$ cat config.mk
export PLATFORM = sky130hd
export DESIGN_NAME = divider_arbiter_flat
export DESIGN_NICKNAME = d
export VERILOG_FILES = /design/src/rtl/divider_arbiter_pkg.sv /design/src/rtl/divider_arbiter_if.sv /design/src/rtl/divider_arbiter_rr_picker.sv /design/src/rtl/divider_arbiter.sv /design/src/flat_wrapper.sv
export SDC_FILE = /design/constraint.sdc
export NUM_CORES = 1
export LEC_CHECK = 0
export ABC_AREA = 1
export BUFFER_PORTS_ARGS = -buffer_cell sky130_fd_sc_hd__buf_2
export CORE_UTILIZATION = 44
export CTS_CLUSTER_DIAMETER = 80
export CTS_CLUSTER_SIZE = 25
export DETAILED_ROUTE_END_ITERATION = 10
export PLACE_DENSITY = 0.85
export SLEW_MARGIN = 30
export SYNTH_ARGS = -nofsm -noshare
export SYNTH_HDL_FRONTEND = slang
export SYNTH_SLANG_ARGS = --single-unit
$ cat constraint.sdc
create_clock -name clk -period 2.95 [get_ports clk]
set_clock_uncertainty 0.1 [all_clocks]
set_input_delay 0.59 -clock clk [delete_from_list [all_inputs] [get_ports clk]]
set_output_delay 0.59 -clock clk [all_outputs]
set_load 0.005 [all_outputs]
$ cat src/rtl/divider_arbiter_pkg.sv
`default_nettype none
// ============================================================================
// Module   : div_arb_pkg
// Purpose  : Shared types and widths for divider_arbiter.
// Revision : 1.0 - initial release
// ============================================================================
package div_arb_pkg;

  typedef enum logic [1:0] {
    ST_IDLE  = 2'd0,
    ST_START = 2'd1,
    ST_WAIT  = 2'd2,
    ST_RESP  = 2'd3
  } state_e;

  localparam int DIVISOR_W  = 7;
  localparam int DIVIDEND_W = 8;
  localparam int QUOT_W     = 8;
  localparam int REM_W      = 7;

  localparam logic [QUOT_W-1:0] DZ_QUOTIENT = 8'hFF;

  localparam int TIMEOUT_CYCLES = 63;
  localparam int TMO_W          = 6;

endpackage
`default_nettype wire

$ cat src/rtl/divider_arbiter_if.sv
`default_nettype none
// ============================================================================
// Module   : divider_arbiter_if
// Purpose  : Request, divider and response bundle of divider_arbiter.
// Revision : 1.0 - initial release
// ============================================================================
interface divider_arbiter_if #(
  parameter int N_REQ = 4
);
  import div_arb_pkg::*;

  localparam int ID_W = $clog2(N_REQ);

  logic [N_REQ-1:0]            req;
  logic [DIVISOR_W*N_REQ-1:0]  req_divisor;
  logic [DIVIDEND_W*N_REQ-1:0] req_dividend;
  logic [N_REQ-1:0]            gnt;

  logic [DIVISOR_W-1:0]        div_divisor;
  logic [DIVIDEND_W-1:0]       div_dividend;
  logic                        div_start;
  logic [QUOT_W-1:0]           div_quotient;
  logic [REM_W-1:0]            div_remainder;
  logic                        div_valid;

  logic                        rsp_valid;
  logic                        rsp_ready;
  logic [ID_W-1:0]             rsp_id;
  logic [QUOT_W-1:0]           rsp_quotient;
  logic [REM_W-1:0]            rsp_remainder;
  logic                        rsp_dz;
  logic                        rsp_err;
  logic                        busy;

  // Arbiter side
  modport slave (
    input  req, req_divisor, req_dividend,
    input  div_quotient, div_remainder, div_valid,
    input  rsp_ready,
    output gnt, div_divisor, div_dividend, div_start,
    output rsp_valid, rsp_id, rsp_quotient, rsp_remainder, rsp_dz, rsp_err,
    output busy
  );

  // Client and divider side
  modport master (
    output req, req_divisor, req_dividend,
    output div_quotient, div_remainder, div_valid,
    output rsp_ready,
    input  gnt, div_divisor, div_dividend, div_start,
    input  rsp_valid, rsp_id, rsp_quotient, rsp_remainder, rsp_dz, rsp_err,
    input  busy
  );

endinterface
`default_nettype wire

$ cat src/rtl/divider_arbiter_rr_picker.sv
`default_nettype none
// ============================================================================
// Module   : rr_picker
// Purpose  : Combinational round-robin pick, searching upward from rr_ptr.
// Revision : 1.0 - initial release
// ============================================================================
module rr_picker #(
  parameter int N_REQ = 4,
  parameter int ID_W  = $clog2(N_REQ)
) (
  input  logic [N_REQ-1:0] req,
  input  logic [ID_W-1:0]  rr_ptr,
  output logic [N_REQ-1:0] win_oh,
  output logic             win_valid
);

  int idx;

  always_comb begin
    win_oh    = '0;
    win_valid = 1'b0;
    idx       = 0;
    for (int off = 0; off < N_REQ; off++) begin
      idx = int'(rr_ptr) + off;
      if (idx >= N_REQ) idx = idx - N_REQ;
      if (!win_valid && req[idx]) begin
        win_oh[idx] = 1'b1;
        win_valid   = 1'b1;
      end
    end
  end

endmodule
`default_nettype wire

$ cat src/rtl/divider_arbiter.sv
`default_nettype none
// ============================================================================
// Module   : divider_arbiter
// Purpose  : Round-robin sequencer sharing one divider among N_REQ clients.
//            Optional WAIT timeout under macro DIV_ARB_TIMEOUT_EN.
// Revision : 1.0 - initial release
// ============================================================================
module divider_arbiter
  import div_arb_pkg::*;
#(
  parameter int N_REQ = 4
) (
  input  logic             clk,
  input  logic             reset,
  divider_arbiter_if.slave bus
);

  localparam int ID_W = $clog2(N_REQ);

  state_e                state_q, state_d;
  logic [ID_W-1:0]       rr_ptr_q, rr_ptr_d;
  logic [ID_W-1:0]       id_q, id_d;
  logic [DIVISOR_W-1:0]  divisor_q, divisor_d;
  logic [DIVIDEND_W-1:0] dividend_q, dividend_d;
  logic [QUOT_W-1:0]     quot_q, quot_d;
  logic [REM_W-1:0]      rem_q, rem_d;
  logic                  dz_q, dz_d;
  logic                  err_q, err_d;
  logic                  gnt_pend_q, gnt_pend_d;

  logic [N_REQ-1:0]      win_oh;
  logic                  win_valid;
  logic [ID_W-1:0]       win_id;
  logic [DIVISOR_W-1:0]  sel_divisor;
  logic [DIVIDEND_W-1:0] sel_dividend;
  logic                  tmo_hit;
  logic [N_REQ-1:0]      gnt_w;

  rr_picker #(.N_REQ(N_REQ), .ID_W(ID_W)) u_picker (
    .req       (bus.req),
    .rr_ptr    (rr_ptr_q),
    .win_oh    (win_oh),
    .win_valid (win_valid)
  );

  always_comb begin
    win_id       = '0;
    sel_divisor  = '0;
    sel_dividend = '0;
    for (int i = 0; i < N_REQ; i++) begin
      if (win_oh[i]) begin
        win_id       = ID_W'(i);
        sel_divisor  = bus.req_divisor[DIVISOR_W*i +: DIVISOR_W];
        sel_dividend = bus.req_dividend[DIVIDEND_W*i +: DIVIDEND_W];
      end
    end
  end

`ifdef DIV_ARB_TIMEOUT_EN
  logic [TMO_W-1:0] tmo_cnt_q, tmo_cnt_d;

  // Zero outside WAIT, so the count starts at 0 on every WAIT entry
  always_comb tmo_cnt_d = (state_q == ST_WAIT) ? tmo_cnt_q + TMO_W'(1) : '0;

  always_ff @(posedge clk) begin
    if (!reset) tmo_cnt_q <= '0;
    else        tmo_cnt_q <= tmo_cnt_d;
  end

  assign tmo_hit = (tmo_cnt_q == TMO_W'(TIMEOUT_CYCLES));
`else
  assign tmo_hit = 1'b0;
`endif

  always_comb begin
    state_d    = state_q;
    rr_ptr_d   = rr_ptr_q;
    id_d       = id_q;
    divisor_d  = divisor_q;
    dividend_d = dividend_q;
    quot_d     = quot_q;
    rem_d      = rem_q;
    dz_d       = dz_q;
    err_d      = err_q;
    gnt_pend_d = 1'b0;
    case (state_q)
      ST_IDLE: begin
        if (win_valid) begin
          id_d       = win_id;
          divisor_d  = sel_divisor;
          dividend_d = sel_dividend;
          err_d      = 1'b0;
          if (sel_divisor == '0) begin
            quot_d     = DZ_QUOTIENT;
            rem_d      = sel_dividend[REM_W-1:0];
            dz_d       = 1'b1;
            gnt_pend_d = 1'b1;
            state_d    = ST_RESP;
          end else begin
            dz_d    = 1'b0;
            state_d = ST_START;
          end
        end
      end
      ST_START: state_d = ST_WAIT;
      ST_WAIT: begin
        // A result arriving on the timeout cycle still wins
        if (bus.div_valid) begin
          quot_d  = bus.div_quotient;
          rem_d   = bus.div_remainder;
          state_d = ST_RESP;
        end else if (tmo_hit) begin
          quot_d  = '0;
          rem_d   = '0;
          err_d   = 1'b1;
          state_d = ST_RESP;
        end
      end
      ST_RESP: begin
        if (bus.rsp_ready) begin
          rr_ptr_d = (id_q == ID_W'(N_REQ - 1)) ? '0 : id_q + ID_W'(1);
          state_d  = ST_IDLE;
        end
      end
      default: state_d = ST_IDLE;
    endcase
  end

  always_ff @(posedge clk) begin
    if (!reset) begin
      state_q    <= ST_IDLE;
      rr_ptr_q   <= '0;
      id_q       <= '0;
      divisor_q  <= '0;
      dividend_q <= '0;
      quot_q     <= '0;
      rem_q      <= '0;
      dz_q       <= 1'b0;
      err_q      <= 1'b0;
      gnt_pend_q <= 1'b0;
    end else begin
      state_q    <= state_d;
      rr_ptr_q   <= rr_ptr_d;
      id_q       <= id_d;
      divisor_q  <= divisor_d;
      dividend_q <= dividend_d;
      quot_q     <= quot_d;
      rem_q      <= rem_d;
      dz_q       <= dz_d;
      err_q      <= err_d;
      gnt_pend_q <= gnt_pend_d;
    end
  end

  // Divider jobs grant in START; zero-divisor jobs grant in their first RESP cycle
  always_comb begin
    gnt_w = '0;
    if ((state_q == ST_START) || ((state_q == ST_RESP) && gnt_pend_q))
      gnt_w[id_q] = 1'b1;
  end

  assign bus.gnt           = gnt_w;
  assign bus.div_start     = (state_q == ST_START);
  assign bus.div_divisor   = divisor_q;
  assign bus.div_dividend  = dividend_q;
  assign bus.rsp_valid     = (state_q == ST_RESP);
  assign bus.rsp_id        = id_q;
  assign bus.rsp_quotient  = quot_q;
  assign bus.rsp_remainder = rem_q;
  assign bus.rsp_dz        = dz_q;
  assign bus.rsp_err       = err_q;
  assign bus.busy          = (state_q != ST_IDLE);

endmodule
`default_nettype wire

$ cat src/flat_wrapper.sv
// flat-port wrapper written by rule: the top's interface ports become plain ports
module divider_arbiter_flat import div_arb_pkg::*;
#(
  parameter int N_REQ = 4
)
  (clk, reset, bus_req, bus_req_divisor, bus_req_dividend, bus_div_quotient, bus_div_remainder, bus_div_valid, bus_rsp_ready, bus_gnt, bus_div_divisor, bus_div_dividend, bus_div_start, bus_rsp_valid, bus_rsp_id, bus_rsp_quotient, bus_rsp_remainder, bus_rsp_dz, bus_rsp_err, bus_busy);
  divider_arbiter_if #(.N_REQ(N_REQ)) bus_i ();
  input  logic clk;
  input  logic reset;
  input wire logic [$bits(bus_i.req)-1:0] bus_req;
  input wire logic [$bits(bus_i.req_divisor)-1:0] bus_req_divisor;
  input wire logic [$bits(bus_i.req_dividend)-1:0] bus_req_dividend;
  input wire logic [$bits(bus_i.div_quotient)-1:0] bus_div_quotient;
  input wire logic [$bits(bus_i.div_remainder)-1:0] bus_div_remainder;
  input wire logic [$bits(bus_i.div_valid)-1:0] bus_div_valid;
  input wire logic [$bits(bus_i.rsp_ready)-1:0] bus_rsp_ready;
  output wire logic [$bits(bus_i.gnt)-1:0] bus_gnt;
  output wire logic [$bits(bus_i.div_divisor)-1:0] bus_div_divisor;
  output wire logic [$bits(bus_i.div_dividend)-1:0] bus_div_dividend;
  output wire logic [$bits(bus_i.div_start)-1:0] bus_div_start;
  output wire logic [$bits(bus_i.rsp_valid)-1:0] bus_rsp_valid;
  output wire logic [$bits(bus_i.rsp_id)-1:0] bus_rsp_id;
  output wire logic [$bits(bus_i.rsp_quotient)-1:0] bus_rsp_quotient;
  output wire logic [$bits(bus_i.rsp_remainder)-1:0] bus_rsp_remainder;
  output wire logic [$bits(bus_i.rsp_dz)-1:0] bus_rsp_dz;
  output wire logic [$bits(bus_i.rsp_err)-1:0] bus_rsp_err;
  output wire logic [$bits(bus_i.busy)-1:0] bus_busy;
  assign bus_i.req = bus_req;
  assign bus_i.req_divisor = bus_req_divisor;
  assign bus_i.req_dividend = bus_req_dividend;
  assign bus_i.div_quotient = bus_div_quotient;
  assign bus_i.div_remainder = bus_div_remainder;
  assign bus_i.div_valid = bus_div_valid;
  assign bus_i.rsp_ready = bus_rsp_ready;
  assign bus_gnt = bus_i.gnt;
  assign bus_div_divisor = bus_i.div_divisor;
  assign bus_div_dividend = bus_i.div_dividend;
  assign bus_div_start = bus_i.div_start;
  assign bus_rsp_valid = bus_i.rsp_valid;
  assign bus_rsp_id = bus_i.rsp_id;
  assign bus_rsp_quotient = bus_i.rsp_quotient;
  assign bus_rsp_remainder = bus_i.rsp_remainder;
  assign bus_rsp_dz = bus_i.rsp_dz;
  assign bus_rsp_err = bus_i.rsp_err;
  assign bus_busy = bus_i.busy;
  divider_arbiter #(.N_REQ(N_REQ)) u_core (.clk(clk), .reset(reset), .bus(bus_i));
endmodule
* Word-level counts from Yosys, hierarchy flattened
Index checks and enable logic that the tools add are counted.
Operators by class: $add $sub $neg 8, order comparisons 14, eq/ne operators 8, multiplexer cells 61, bitwise operators 3, reductions and logical operators 22
Operators with widths (count):
- greater-or-equal comparator 32 x 1 -> 1 bit (second input constant) | 4
- less-than comparator 32 x 4 -> 1 bit (second input constant) | 4
- two-way mux 32 bit | 4
- two-way mux 8 bit | 7
- two-way mux 7 bit | 7
- two-way mux 4 bit | 5
- two-way mux 1 bit | 19
- one-hot mux 8 bit (2 select lines) | 1
- two-way mux 2 bit | 7
- one-hot mux 7 bit (2 select lines) | 1
- OR 4 bit | 3
- subtractor 3 x 3 -> 4 bit (second input constant) | 3
- demux 1 bit (select 2 bit) | 5
- greater-or-equal comparator 3 bit (second input constant) | 3
- logical AND 1 bit | 9
- binary-select mux 1 bit (select 2 bit) | 4
- one-hot mux 2 bit (4 select lines) | 1
- zero test 7 bit | 1
- adder 2 x 2 -> 3 bit (second input constant) | 2
- equality test 2 bit (second input constant) | 3
- inequality test 2 bit (second input constant) | 3
- AND reduction 3 bit | 2
- AND reduction 2 bit | 2
- AND reduction 4 bit | 1
- other kinds (12) | 15
Storage, ports and cells: register bits after elaboration 38, bits of input ports 83, output and inout port bits 41, logic and storage cells 125

* Longest topological paths before layout
Gate-level depths: netlist of run 1.
depth in word-level cells 23, depth in mapped cells 22, depth with buffers taken out 21

* Hierarchy
Synthesis of run 1 repeated with hierarchy kept, for this count alone.
Unflattened totals: cell total of the unflattened synthesis 448, area total of the unflattened synthesis 2768.9 µm²
By module, submodules not included:
- divider_arbiter | times used 1, cells an instance 370, area each 2324.7 µm²
- rr_picker | times used 1, cells an instance 78, area each 444.2 µm²

* Worst setup path before layout of run 1
No wires, ideal clock.
kind register to register, start point reg u_core.rr_ptr_q[1], end point reg u_core.quot_q[6] (netlist: u_core.bus.rsp_quotient[6]), setup time 0.115 ns, arrival time 2.651 ns, required time 2.735 ns, setup slack 0.084 ns, cell stages (with the launch flop) 21, path buffers 2, clock period less this slack 2.866 ns, cells stage by stage dfxtp_1 inv_1 ha_1 inv_1 nand3_1 nand2_1 nand2_4 nor2_8 nand3_2 nand2_4 buf_6 nand3b_1 nand3_1 nand3_1 nor2_1 nand2_2 nand2_2 buf_6 nand3_1 nand2_1 nor2_1
On the way: word-level cells in the longest chain between the ends 22
Ends and longest elaborated chain:
- start: declaration | RTL line divider_arbiter.sv:21 | logic [ID_W-1:0] rr_ptr_q, rr_ptr_d;
- start signal: assignment | RTL line divider_arbiter.sv:143 | rr_ptr_q <= rr_ptr_d;
- parallel branches: the longest is 21 deep, another holds greater-or-equal comparator 32 x 1 -> 1 bit
- AND reduction 4 bit (no source line) *
- end signal: assignment | RTL line divider_arbiter.sv:147 | quot_q <= quot_d;
- end: declaration | RTL line divider_arbiter.sv:25 | logic [QUOT_W-1:0] quot_q, quot_d;
Mark *: on every way between the ends. The select of a mux whose other input is x is not followed. A chain may end at the register's enable or synchronous reset.

* Final worst setup path of run 1
start point reg u_core.rr_ptr_q[0], end point reg u_core.rem_q[5] (netlist: u_core.bus.rsp_remainder[5])
On the way: word-level cells in the longest chain between the ends 22
Ends and longest elaborated chain:
- parallel branches: the longest is 22 deep, another holds greater-or-equal comparator 32 x 1 -> 1 bit
- end signal: assignment | RTL line divider_arbiter.sv:148 | rem_q <= rem_d;
- end: declaration | RTL line divider_arbiter.sv:26 | logic [REM_W-1:0] rem_q, rem_d;
Several ways; the timed one is not identified. The select of a mux whose other input is x is not followed.

==> results_dict.tcl, run 1 <==
set metrics [dict create \
    synth_ff_type "dfxtp_1" \
    synthCells 451 \
    cp_max_fo 15 \
    antenna_cells 0 \
    drcViolationCount 0 \
    cts_tree "built" \
    synth_common_cells "nand2_1, nor2_1, nand3_1" \
    start_kind "flop" \
    nets 682 \
    start_util 0.469 \
    io_buffers 122 \
    clock_latency_ps 280 \
    setup-violations-final 0 \
    yosysWarnings 0 \
    cts-root-buf "clkbuf_8" \
    hold_violations 0 \
    die_h_um 82.6 \
    first_iter_violations 187 \
    synth_nets 549 \
    synth_top_area_cell "dfxtp_1" \
    hold_slack_ps 379 \
    fmax_mhz 358 \
    gp_congestion 0.882 \
    regArea_um2 763 \
    synth_simple_gate_area_frac 0.429 \
    core_mm2 0.00610 \
    antenna_found_initial 0 \
    cts_buffer_depth 2 \
    cts_hold_buf 0 \
    routed_via_density 5.16 \
    place_ws_ps 7.13 \
    fin_setup_tns_ps 0 \
    cts_sinks 38 \
    routed_wl_um 8490 \
    yosysMostFrequentCell "nand2_1" \
    area_growth_pct 35.1 \
    clk_pin_slew_ps 80 \
    min_path_type "flop to flop" \
    postRouteAntennaNets 0 \
    synth_top_family_by_area "simple AND/OR/NAND/NOR gates" \
    yosysUniqueCellTypes 34 \
    syn_area_mm2 0.00286 \
    rows 28 \
    numCtsBuffers 5 \
    grt_max_degree 31 \
    arrival_ps 2870 \
    dr_total_vias 3407 \
    fin_crit_sh 0.946 \
    worstPathRequired_ps 3030 \
    synthMuxAreaShare 0.00701 \
    grt_pass1_wl_um 12900 \
    multiInputGateArea_mm2 0.00190 \
    yosys-top-cells-area "dfxtp_1, nand2_1, nand3_1, nor2_1, ha_1" \
    io_pins 124 \
    drv_cap 0 \
    synth.top_cell.area_share 0.266 \
    synth-compound-area-share 0.130 \
    tightest_slew_ps 557 \
    ys_ff_latch 38 \
    synth_adder_area_share 0.0657 \
    slew_viol_final 0 \
    die_x_um 82.6 \
    wl_per_cell_um 12.9 \
    synth_xor_xnor_area_share 0 \
    synth_edf_count 0 \
    drt_pre_antenna_iters 4 \
    grt_pass1_vias 2934 \
    p_leak_nw 2.06 \
    postSynthAreaPerCell_um2 6.34 \
    period_needed_ps 2790 \
    die-area_mm2 0.00682 \
    htree_levels 2 \
    p_per_area_mw_per_mm2 815 \
    dp_hpwl_um 6230 \
    criticalPathCategory "flop to flop" \
    num-fill-cells 572 \
    setup_ws_ps 161 \
    relSlewSlack 0.629 \
    peakVddDrop_mv 0.501 \
    gr-total-overflow 0 \
    critPathCaptureType "flop" \
    async_flop_share 0 \
    track_usage 0.242 \
    status "completed" \
    drive_gt1_frac 0.330 \
    yosysSeqAreaShare 0.266 \
]
-- cells by family after synthesis --
| family | count (synthesis) |
|---|---|
| compound gates | 69 |
| fa+ha+maj | 15 |
| buf+inv | 62 |
| flops | 38 |
| mux | 2 |
| other cells | 1 |
| simple gates | 264 |
-- cells in the final DEF (no fill, tap or decap), types with 3 or more instances in the layout --
cell type / synthesis / routed
dfxtp_1: 38 / 36
or2_0: 3 / 3
clkinv_1: 4 / 4
nand3_1: 59 / 59
nor2_4: 2 / 3
inv_2: 2 / 3
a21boi_0: 3 / 3
inv_1: 36 / 35
buf_2: 1 / 122
ha_1: 15 / 14
o211ai_1: 3 / 3
nand3_2: 4 / 3
nor2_1: 65 / 57
o21ai_0: 20 / 20
nand2_1: 110 / 108
a21oi_1: 37 / 36
buf_4: 4 / 20
clkbuf_8: 0 / 6
nand3_4: 2 / 3
nand2_4: 5 / 5
nand2_2: 6 / 9
nor2_2: 1 / 8
-- path summary, 6_finish.rpt --
kind	startpoint	end	slack, ps	cells after the start
worst min-delay path	u_core.bus.rsp_quotient[5]	u_core.bus.rsp_quotient[5]	380	2
worst max-delay path	u_core.rr_ptr_q[0]	u_core.bus.rsp_remainder[5]	160	20
worst min register to register	u_core.bus.rsp_quotient[5]	u_core.bus.rsp_quotient[5]	380	2
worst max register to register	u_core.rr_ptr_q[0]	u_core.bus.rsp_remainder[5]	160	20
-- critical path: stages (launching register included) --
cell and delay [ps]:
dfxtp_2 340, inv_2 50, ha_4 240, inv_1 90, nand3_1 90, nand2_2 140
nand2_4 90, nor2_8 170, nand3_4 110, nand2_4 110, inv_2 80, or2_1 210
nand2_1 90, nand2_1 80, nor2_2 110, nand2_2 100, nand2_4 100, buf_12 140
nand3_1 80, nand2_1 90, nor2_1 50
-- sequential cells by signal (all words and copies together), names as in the netlist --
signal,cells
u_core.bus.div_dividend,8
u_core.bus.div_divisor,7
u_core.rr_ptr_q,2
u_core.bus.rsp_id,2
u_core.gnt_pend_q,1
u_core.bus.rsp_dz,1
u_core.state_q,2
u_core.bus.rsp_quotient,8
u_core.bus.rsp_remainder,7
-- timing repair --
action / 4_1_cts / 5_1_grt
cloned: 0 / 3
endpoints found under the setup margin: 2 / 15
pin swaps: 0 / 9
setup buffers: 0 / 9
gates resized for setup: 1 / 18
-- power breakdown --
part           total (mW)  switching (mW)  internal (mW)
registers           0.845           0.129          0.715
logic                1.75            1.03          0.719
clock network       0.547           0.186          0.361
-- layer usage --
metal / vias up / share of wire / GRT usage
met2: 134 / 0.49 / 0.421
met1: 1548 / 0.44 / 0.315
met5: - / 0 / 0
met3: 9 / 0.064 / 0.0330
met4: 0 / 0.0066 / 0.0534
li1: 1716 / - / -
-- through the flow --
step                      std cells  area [um2]  utilization  total power, mW
after floorplan                 451        2860            -             1.92
after detailed placement        640        3540        0.581             2.46
after global routing            660        3860        0.633             3.43
after global placement          640        3540        0.581             2.40
after CTS                       648        3690        0.605             3.01
final                           660        3860        0.633             3.15
-- layout make-up --
| cell class | count | area share |
|---|---|---|
| Multi-Input combinational cell | 353 | 0.491 |
| Timing Repair Buffer | 144 | 0.209 |
| Sequential cell | 38 | 0.198 |
| Inverter | 42 | 0.0408 |
| Tap cell | 75 | 0.0243 |
| Clock buffer | 6 | 0.0214 |
| Clock inverter | 2 | 0.0156 |
Note: power is estimated with default switching activity, not from simulation.
==> run 2, diff against run 1 <==
--- a/config.mk
+++ b/config.mk
@@ -7,11 +7,12 @@
 export LEC_CHECK = 0
 export ABC_AREA = 1
 export BUFFER_PORTS_ARGS = -buffer_cell sky130_fd_sc_hd__buf_2
+export CORE_MARGIN = 2
 export CORE_UTILIZATION = 44
 export CTS_CLUSTER_DIAMETER = 80
 export CTS_CLUSTER_SIZE = 25
 export DETAILED_ROUTE_END_ITERATION = 10
-export PLACE_DENSITY = 0.85
+export PLACE_DENSITY = 0.77
 export SLEW_MARGIN = 30
 export SYNTH_ARGS = -nofsm -noshare
 export SYNTH_HDL_FRONTEND = slang
==> constraint.sdc (replaced) <==
create_clock -name clk -period 2.95 [get_ports clk]
set_clock_uncertainty 0.1 [all_clocks]
set_input_delay 0.59 -clock clk [delete_from_list [all_inputs] [get_ports clk]]
set_output_delay 0.59 -clock clk [all_outputs]
set_load 0.01 [all_outputs]
==> run 2 against run 1 <==
Clock power decreased by 39%. Critical path depth increased by 1. Global-route usage decreased by 2.6 points. Register-to-register slack about the same. Via count decreased by 2.7%. Sequential share of layout area increased by 0.16 points. Power decreased by 3.8%. First-iteration DRC count increased by 9.6%.
==> results_dict.tcl, run 2 (synthesis gave the netlist of run 1 again) <==
set metrics [dict create \
    critPathCaptureType "flop" \
    antenna_cells 0 \
    grt_pass1_vias 2913 \
    die_x_um 84.6 \
    drcViolationCount 0 \
    dp_hpwl_um 6140 \
    postRouteAntennaNets 0 \
    status "completed" \
    fin_cells 657 \
    nets 678 \
    crit_start "u_core.rr_ptr_q[1]" \
    hold_violations 0 \
    cts_hold_buf 0 \
    regToRegStartpoint "u_core.rr_ptr_q[1]" \
    start_kind "flop" \
    slew_viol_final 0 \
    numCtsBuffers 5 \
    p_per_area_mw_per_mm2 790 \
    fmax_mhz 357 \
    final_cell_mix "buf_2, nand2_1, nor2_1" \
    criticalPathCategory "flop to flop" \
    setup-violations-final 0 \
    hold_start "u_core.bus.rsp_remainder[4]" \
    clock_latency_ps 280 \
    drt_pre_antenna_iters 4 \
    tightest_slew_ps 542 \
    num-fill-cells 617 \
    track_usage 0.215 \
    cts_buffer_depth 2 \
    cp_max_fo 15 \
    clk_pin_slew_ps 70 \
    finalPower_mw 3.03 \
    drv_cap 0 \
    grt_max_degree 31 \
    grt_pass1_wl_um 13000 \
    dpl_cell_area_mm2 0.00354 \
    gp_congestion 0.926 \
    place_inst 641 \
    finalInstanceArea_mm2 0.00383 \
    multiInputGateArea_mm2 0.00192 \
    hold_slack_ps 378 \
    period_needed_ps 2800 \
    antenna_found_initial 0 \
    wl_per_cell_um 12.9 \
    io_pins 124 \
    cts_sinks 38 \
    die-area_mm2 0.00716 \
    worstPathRequired_ps 3030 \
    cts-root-buf "clkbuf_8" \
    p_leak_nw 2.03 \
    arrival_ps 2870 \
    htree_levels 2 \
    dr_total_vias 3314 \
    drive_gt1_frac 0.322 \
    regArea_um2 763 \
    gr-total-overflow 0 \
    peakVddDrop_mv 0.402 \
    routed_wl_um 8490 \
    first_iter_violations 205 \
    rows 29 \
    final_common_cell "buf_2" \
    routed_via_density 5.04 \
    min_path_type "flop to flop" \
    relSlewSlack 0.639 \
    start_util 0.453 \
    core_mm2 0.00631 \
    area_growth_pct 34.0 \
    fin_crit_sh 0.948 \
    die_h_um 84.6 \
    io_buffers 122 \
    fin_setup_tns_ps 0 \
    cts_tree "built" \
]
==> run 2: cell types whose count changed in the layout (fill, tap and decap cells not counted), moves of 2 or more <==
| cell | before | now |
|---|---|---|
| nand3_4 | 3 | 6 |
| nand3_2 | 3 | 1 |
| nor2_2 | 8 | 5 |
| nor2_1 | 57 | 60 |
| bufinv_16 | 2 | 0 |
| buf_4 | 20 | 13 |
==> run 2: per-stage QoR <==
stage | utilization | setup WS [ps]
global placement | 0.560 | 63.1
detailed placement | 0.560 | 15.6
floorplan | - | 83.7
finish | 0.606 | 152
global route | 0.606 | -32.9
CTS | 0.573 | 29.0
==> run 2: what timing repair did <==
item	in CTS	in global routing
resized for setup	0	25
buffers inserted	0	5
setup endpoints to repair	0	18
==> run 2: routing by layer <==
| layer | global-route usage | vias to the layer above | part of all wire |
|---|---|---|---|
| li1 | - | 1705 | - |
| met1 | 0.282 | 1485 | 0.44 |
| met2 | 0.371 | 109 | 0.49 |
| met3 | 0.0275 | 15 | 0.053 |
| met4 | 0.0606 | 0 | 0.014 |
| met5 | 0 | - | 0 |
==> run 2: worst paths after layout <==
path	end	slack (ps)	cells after the start
setup / recovery	u_core.bus.rsp_quotient[6]	150	21
hold / removal	u_core.bus.rsp_remainder[4]	380	2
setup reg to reg	u_core.bus.rsp_quotient[6]	150	21
hold reg to reg	u_core.bus.rsp_remainder[4]	380	2
==> run 2: area by class of cell <==
cell class                 instances  area share
timing repair buffer             140       0.211
clock inverter                     1     0.00196
inverter                          42      0.0412
tap                               77      0.0252
multi-input combinational        353       0.502
sequential                        38       0.199
clock buffer                       6      0.0190
==> run 2: power by group <==
part           switching (mW)  leakage, nW  internal (mW)  total [mW]
combinational            1.11         1.68          0.731        1.85
sequential              0.130        0.313          0.716       0.846
clock                   0.172       0.0373          0.162       0.334
==> run 2: worst max-delay path, stage by stage (launching register included) <==
cell,delay [ps]
dfxtp_2,330
inv_2,50
ha_4,280
inv_2,40
nand3_1,90
nand2_2,120
nand3_4,130
nor2_1,60
nor2_2,180
nand2_4,110
buf_12,140
nand3_1,70
a21oi_1,80
nor2_1,140
nand2_1,60
nor2_1,120
nand2_2,100
nand2_4,130
clkbuf_16,180
nand3_1,70
nand2_1,70
nor2_1,40
